===== src/rtl/adc_scan_scheduler.sv =====
// Round-robin scan scheduler for a 4-channel muxed parallel ADC (CONVST/BUSY/CS/RD).
// Optional BUSY watchdog enabled by defining ADC_TIMEOUT_EN.
module adc_scan_scheduler #(
  parameter int SETTLE_CYC  = 4,
  parameter int RD_CYC      = 3,
  parameter int TIMEOUT_CYC = 1023
) (
  input  logic       Clk,
  input  logic       Rst,
  input  logic [3:0] req,
  input  logic [2:0] pace,
  input  logic       BUSY,
  input  logic [7:0] D,
  output logic [1:0] chSel,
  output logic       CONVST,
  output logic       CS,
  output logic       RD,
  output logic [3:0] ack,
  output logic [7:0] dout,
  output logic [1:0] dch,
  output logic       dvalid,
  input  logic       dready,
  output logic       err
);

  typedef enum logic [2:0] {IDLE, SETUP, CONV, WAITB, READ, GAP} state_t;

  state_t      state, state_nxt;
  logic [10:0] cnt, cnt_nxt;
  logic [10:0] gap_ld;
  logic [1:0]  last, cand, gnt_idx;
  logic        gnt_any, grant, capture;
`ifdef ADC_TIMEOUT_EN
  logic        tmo;
`endif

  // GAP plus the IDLE grant cycle spans 16<<pace cycles; 16<<7 wraps to 0 in 11 bits,
  // so the subtraction still yields 2046 for the largest pace.
  assign gap_ld = (11'd16 << pace) - 11'd2;

  always_comb begin
    gnt_any = 1'b0;
    gnt_idx = last;
    cand    = last;
    for (int i = 1; i <= 4; i++) begin
      cand = last + 2'(i);
      if (!gnt_any && req[cand]) begin
        gnt_any = 1'b1;
        gnt_idx = cand;
      end
    end
  end

  always_comb begin
    state_nxt = state;
    cnt_nxt   = cnt;
    grant     = 1'b0;
    capture   = 1'b0;
`ifdef ADC_TIMEOUT_EN
    tmo       = 1'b0;
`endif
    case (state)
      IDLE: if (gnt_any && (!dvalid || dready)) begin
        grant     = 1'b1;
        state_nxt = SETUP;
        cnt_nxt   = 11'(SETTLE_CYC - 1);
      end
      SETUP: if (cnt == '0) begin
        state_nxt = CONV;
        cnt_nxt   = 11'd1;
      end else cnt_nxt = cnt - 11'd1;
      CONV: if (cnt == '0) begin
        state_nxt = WAITB;
        cnt_nxt   = '0;
      end else cnt_nxt = cnt - 11'd1;
      WAITB: begin
        if (cnt >= 11'd2 && !BUSY) begin
          state_nxt = READ;
          cnt_nxt   = 11'(RD_CYC - 1);
        end
`ifdef ADC_TIMEOUT_EN
        else if (cnt == 11'(TIMEOUT_CYC - 1)) begin
          tmo       = 1'b1;
          state_nxt = GAP;
          cnt_nxt   = gap_ld;
        end
`endif
        else if (cnt != 11'h7FF) cnt_nxt = cnt + 11'd1;
      end
      READ: if (cnt == '0) begin
        capture   = 1'b1;
        state_nxt = GAP;
        cnt_nxt   = gap_ld;
      end else cnt_nxt = cnt - 11'd1;
      GAP: if (cnt == '0) state_nxt = IDLE;
           else cnt_nxt = cnt - 11'd1;
      default: begin
        state_nxt = IDLE;
        cnt_nxt   = '0;
      end
    endcase
  end

  always_ff @(posedge Clk or negedge Rst) begin
    if (!Rst) begin
      state <= IDLE;
      cnt   <= '0;
    end else begin
      state <= state_nxt;
      cnt   <= cnt_nxt;
    end
  end

  // Strobes are decoded from the next state so they align exactly with the state they belong to.
  always_ff @(posedge Clk or negedge Rst) begin
    if (!Rst) begin
      last   <= 2'd3;
      ack    <= '0;
      chSel  <= '0;
      CONVST <= 1'b1;
      CS     <= 1'b1;
      RD     <= 1'b1;
      dout   <= '0;
      dch    <= '0;
      dvalid <= 1'b0;
    end else begin
      ack    <= grant ? (4'b0001 << gnt_idx) : 4'b0000;
      if (grant) begin
        chSel <= gnt_idx;
        last  <= gnt_idx;
      end
      CONVST <= (state_nxt != CONV);
      CS     <= (state_nxt != READ);
      RD     <= (state_nxt != READ);
      if (capture) begin
        dout   <= D;
        dch    <= chSel;
        dvalid <= 1'b1;
      end else if (dready) begin
        dvalid <= 1'b0;
      end
    end
  end

`ifdef ADC_TIMEOUT_EN
  always_ff @(posedge Clk or negedge Rst) begin
    if (!Rst) err <= 1'b0;
    else if (tmo) err <= 1'b1;
  end
`else
  assign err = 1'b0;
`endif

endmodule

===== config.mk =====
export PLATFORM = sky130hd
export DESIGN_NAME = adc_scan_scheduler
export DESIGN_NICKNAME = d
export VERILOG_FILES = /design/src/rtl/adc_scan_scheduler.sv
export SDC_FILE = /design/constraint.sdc
export NUM_CORES = 1
export LEC_CHECK = 0
export CAP_MARGIN = 20
export CORE_MARGIN = 1.5
export CORE_UTILIZATION = 50
export CTS_BUF_LIST = sky130_fd_sc_hd__clkbuf_8
export DETAILED_ROUTE_END_ITERATION = 10
export DONT_BUFFER_PORTS = 1
export MAX_ROUTING_LAYER = met4
export PLACE_DENSITY_LB_ADDON = 0.3
export SLEW_MARGIN = 20
export SYNTH_ARGS = -nofsm -noshare
export SYNTH_HDL_FRONTEND = slang
export SYNTH_SLANG_ARGS = --single-unit

===== constraint.sdc =====
create_clock -name Clk -period 2.65 [get_ports Clk]
set_input_delay 0.53 -clock Clk [delete_from_list [all_inputs] [get_ports Clk]]
set_output_delay 0.53 -clock Clk [all_outputs]
set_load 0.03 [all_outputs]

# Yosys cells after proc, flatten, opt, wreduce, memory -nomap -nowiden
# Cells that the tools add are included.
dict set report totals {
  reg_bits 35
  input_bits 19
  output_inout_bits 21
  wordCells 87
}
dict set report op_classes {
  addsub 6
  order_cmp 5
  n_eq_ne 11
  shifts 2
  n_mux 38
  reduce_logical 15
}
# operator count
set ops {}
lappend ops {{two-way mux 11 bit} 7}
lappend ops {{one-hot mux 11 bit (6 select lines)} 1}
lappend ops {{two-way mux 3 bit} 6}
lappend ops {{one-hot mux 3 bit (6 select lines)} 1}
lappend ops {{two-way mux 1 bit} 14}
lappend ops {{< comparator 2 x 3 -> 1 bit, second input constant} 4}
lappend ops {{adder 11 x 1 -> 11 bit, second input constant} 1}
lappend ops {{greater-or-equal comparator 11 x 2 -> 1 bit, second input constant} 1}
lappend ops {{logical NOT 11 bit} 1}
lappend ops {{!= test 11 bit, second input constant} 1}
lappend ops {{<< shifter 5 x 3 -> 11 bit, first input constant} 1}
lappend ops {{subtractor 11 x 1 -> 11 bit, second input constant} 1}
lappend ops {{subtractor 11 x 2 -> 11 bit, second input constant} 1}
lappend ops {{binary-select mux 1 bit (select 2 bit)} 4}
lappend ops {{two-way mux 2 bit} 4}
lappend ops {{equality test 3 x 2 -> 1 bit, second input constant} 2}
lappend ops {{equality test 3 bit, second input constant} 2}
lappend ops {{!= test 3 bit, second input constant} 2}
lappend ops {{logical AND 1 bit} 5}
lappend ops {{logical NOT 1 bit} 5}
lappend ops {{adder 2 bit, second input constant} 2}
lappend ops {{two-way mux 4 bit} 1}
lappend ops {{!= test 2 bit, second input constant} 2}
lappend ops {{<< shifter 1 x 2 -> 4 bit, first input constant} 1}
lappend ops {{7 further kinds} 7}

# Logic depth before layout (Yosys ltp)
dict set report logic_depth {
  word_depth 17
  ltp_mapped 10
  depth_no_buf 9
}

# Worst setup path after synthesis
# No wires, ideal clock.
dict set report synth_timing {
  path_type {reg2reg}
  startpoint {register cnt[0]}
  endpoint {register dch[0]}
  setup_ns 0.125
  t_arrival_ns 2.098
  t_required_ns 2.525
  slack_ns 0.427
  stages_incl_launch_ff 9
  path_buffers 2
  synth_period_minus_slack_ns 2.223
  cell_sequence {dfrtp_1 -> inv_1 -> ha_1 -> nor4b_4 -> nand3_4 -> or3_1 -> buf_6 -> buf_12 -> mux2_4}
}
dict set report synth_between {
  elab_chain_len 3
}
# item line
set synth_lines {}
lappend synth_lines {{from (decl)} 29} ;# logic [10:0] cnt, cnt_nxt;
lappend synth_lines {{from (signal assigned)} 110} ;# cnt <= cnt_nxt;
lappend synth_lines {{logical NOT 11 bit} 90} ;# READ: if (cnt == '0) begin
lappend synth_lines {{two-way mux 1 bit} 90}
lappend synth_lines {{two-way mux 1 bit} 62} ;# case (state)
lappend synth_lines {{to (signal assigned)} 137} ;# dch <= chSel;
lappend synth_lines {{to (decl)} 20} ;# output logic [1:0] dch,
# Every way passes these cells.
# A chain may end at the register's enable or synchronous reset.

# Final worst setup path
dict set report layout_timing {
  startpoint {register cnt[1]}
  endpoint {register cnt[3]}
}
dict set report layout_between {
  elab_chain_len 4
  word_cells_on_any_way 16
}
# item line
set layout_lines {}
lappend layout_lines {{adder 11 x 1 -> 11 bit / greater-or-equal comparator 11 x 2 -> 1 bit (equally long branches)} {88, 77}}
lappend layout_lines {{two-way mux 11 bit / logical AND 1 bit (equally long branches)} {88, 77}}
lappend layout_lines {{two-way mux 11 bit / != test 3 bit (equally long branches)} n/a}
lappend layout_lines {{one-hot mux 11 bit (6 select lines) / AND reduction 3 bit (equally long branches)} n/a}
# Several ways; a longest one is shown, not always the timed one. The select of a mux whose other input is x is not followed.

==> metrics.md <==
| Metric | Value |
|---|---|
| Total wire length | 5560 microns |
| Maximum fanout along the worst path | 6 |
| Synth top area share | 32.4% |
| Port Buffers | 0 |
| Clk root buf | clkbuf_8 |
| Post-synthesis sequential area ratio | 36.8% |
| GP Congestion | 0.892 |
| Synth warnings | 0 |
| Crit path DAT | 2.60 ns |
| DR iter-0 viols | 188 |
| Hold Crit Class | in2async |
| Flop2flop setup slack | 0.24 ns |
| Async SR Flop Fraction | 100% |
| Final core utilization | 58.1% |
| I/O Pins | 40 |
| Slew Limit Fails | 0 |
| Power per cell area | 1130 nW/um^2 |
| CORE AREA | 4470 sq um |
| Slew headroom | 56.5% |
| Number of iterations in the first detailed-routing pass | 4 |
| Area Overhead vs Synth | 8.63% |
| DRC Markers | 0 |
| Die height | 72.2 microns |
| Clk slew on worst S/H paths | 0.08 ns |
| First-pass GRT wire length | 9310 microns |
| Clk buf depth | 2 |
| Synth cell types | 65 |
| Cells after synthesis | 260 |
| Dominant cell type by area after synthesis | dfrtp_1 |
| N_diodes | 0 |
| Top achievable clock speed | 414 MHz |
| Gr usage total | 23.6% |
| Setup ws final | 0.236 ns |
| Number of cell rows | 24 |
| Clock latency on the worst-skew pair | 0.30 ns |
| Crit path kind | reg2reg |
| Clock Skew | 0.0141 ns |
| Vias/cell | 6.31 |
| Largest net degree at the start of global routing | 32 |
| Non-Filler Instances | 316 |
| Final TNS setup | 0 ns |
| Final hold vios | 0 |
| H-tree levels | 2 |
| EDFF count, synth | 0 |
| Initial core utilization | 53.4% |
| Maxcap violations | 0 |
| Leak pwr | 1.10 nW |
| CTS sink cnt | 35 |
| Worst-margin pin slew | 0.647 ns |
| Run status | finished clean |
| Die X | 72.2 microns |
| CP Launch Type | flip-flop |
| Synthesis-stage register bit count | 35 |
| Fin crit share | 91.1% |
| RSZ-0062 raised after global routing | false |
| Die ar. | 5210 sq um |
| Final Total Pwr | 2.94 mW |
| Post-route cell area | 2600 sq um |
| Detailed Place HPWL | 3970 microns |
| Pre-CTS WS | 0.266 ns |
| CTS buffer count | 5 |
| Synthesized Nets | 283 |
| Nets | 286 |
| Top post-synthesis cells by count | dfrtp_1, nor2_1, a21oi_1 |
| Synth area leaders | dfrtp_1, mux2_4, dfstp_2 |
| Initial antenna violation count | 0 |
| Avg Inst Size Synth | 9.20 sq um |
| Mapped cell area | 2390 sq um |
| Worst-case hold slack | 0.0540 ns |
| Total grt overflow | 0 |
| Layout cells sized above 1 | 19.7% |
| Crit path required time | 2.84 ns |
| Setup Viol. Count Final | 0 |
| Antenna Nets Post-Route | 0 |
| Via count | 1,993 |
| DR WL/cell | 17.6 microns |
| Top-count cell post-synth | dfrtp_1 |
| CTS tree | yes |
| Crit end category | flip-flop |
| Main synth FF type | dfrtp_1 |
| Placed Cells | 307 |
| Filler instances | 390 |
| Cell Area, Placed | 2440 sq um |
| Vias in the first global route | 1,956 |
| Maximum vdd drop | 0.000671 V |
| Min Tclk post-route | 2.41 ns |
| Post-CTS Setup Inserts | 0 |
-- report_power, final --
| group | switching [mW] | internal, mW |
|---|---|---|
| combinational | 0.709 | 0.560 |
| clock | 0.201 | 0.372 |
| sequential | 0.375 | 0.726 |
-- area by class of cell --
class	count	area, sq um	area share [%]
Sequential cell	35	881	33.9
Inverter	11	41.3	1.59
Multi-Input combinational cell	195	1350	52.1
Clock buffer	5	68.8	2.65
Tap cell	52	65.1	2.50
Clock inverter	3	63.8	2.46
Timing Repair Buffer	15	125	4.82
-- cells in the final DEF (no fill, tap or decap), types with 4 or more instances in the layout --
cell,netlist,layout
ha_1,4,4
or3_1,5,5
dfrtp_1,31,31
clkbuf_8,0,5
buf_4,3,14
nand2b_1,7,7
mux2_4,9,9
xnor2_1,6,6
inv_1,11,12
nor2_1,25,25
dfstp_2,4,4
o22ai_1,6,6
nand3_1,5,5
o21a_1,4,4
a21oi_1,19,19
nor3_1,10,10
o21ai_0,12,12
nand2_1,16,16
nor2b_1,6,6
-- state kept, by name, indices dropped and copies added, names as in the netlist --
name,flops
dout,8
RD,1
ack,4
dch,2
last,2
cnt,11
CONVST,1
state,3
chSel,2
dvalid,1
-- layer usage --
metal | wire length (microns) | track usage [%] | share of wire (%)
met1 | 2550 | 31.0 | 46
met2 | 2530 | 36.1 | 45
met3 | 407 | 5.00 | 7.3
met4 | 80 | 8.81 | 1.4
met5 | 0 | - | 0
-- path summary, 6_finish.rpt --
check	start	end	cells after the start
setup / recovery	cnt[1]	cnt[3]	8
hold / removal	Rst	chSel[1]	1
setup reg to reg	cnt[1]	cnt[3]	8
hold reg to reg	last[0]	last[0]	2
max in group asynchronous	Rst	dch[1]	1
min in group Clk	D[1]	dout[1]	1
-- logic make-up after synthesis --
family / synth area share [%]
simple gates: 23.7
compound gates: 21.0
flops: 36.8
buf+inv: 6.59
mux: 7.01
xor+xnor: 2.56
fa+ha+maj: 2.09
other cells: 0.157
-- critical path, cell delays in order, from the launching register on --
cell and delay (ns):
dfrtp_1 0.39, inv_1 0.10, ha_1 0.24, or4b_1 0.62, nor3_4 0.24, o21ai_0 0.21, o311ai_0 0.13, o21ai_0 0.11
mux2_2 0.27
-- repair_timing --
action	CTS	global route
resized for setup	0	0
hold buffers	1	0
endpoints found under the hold margin	31	0
Power figures use the tool's default switching activity.
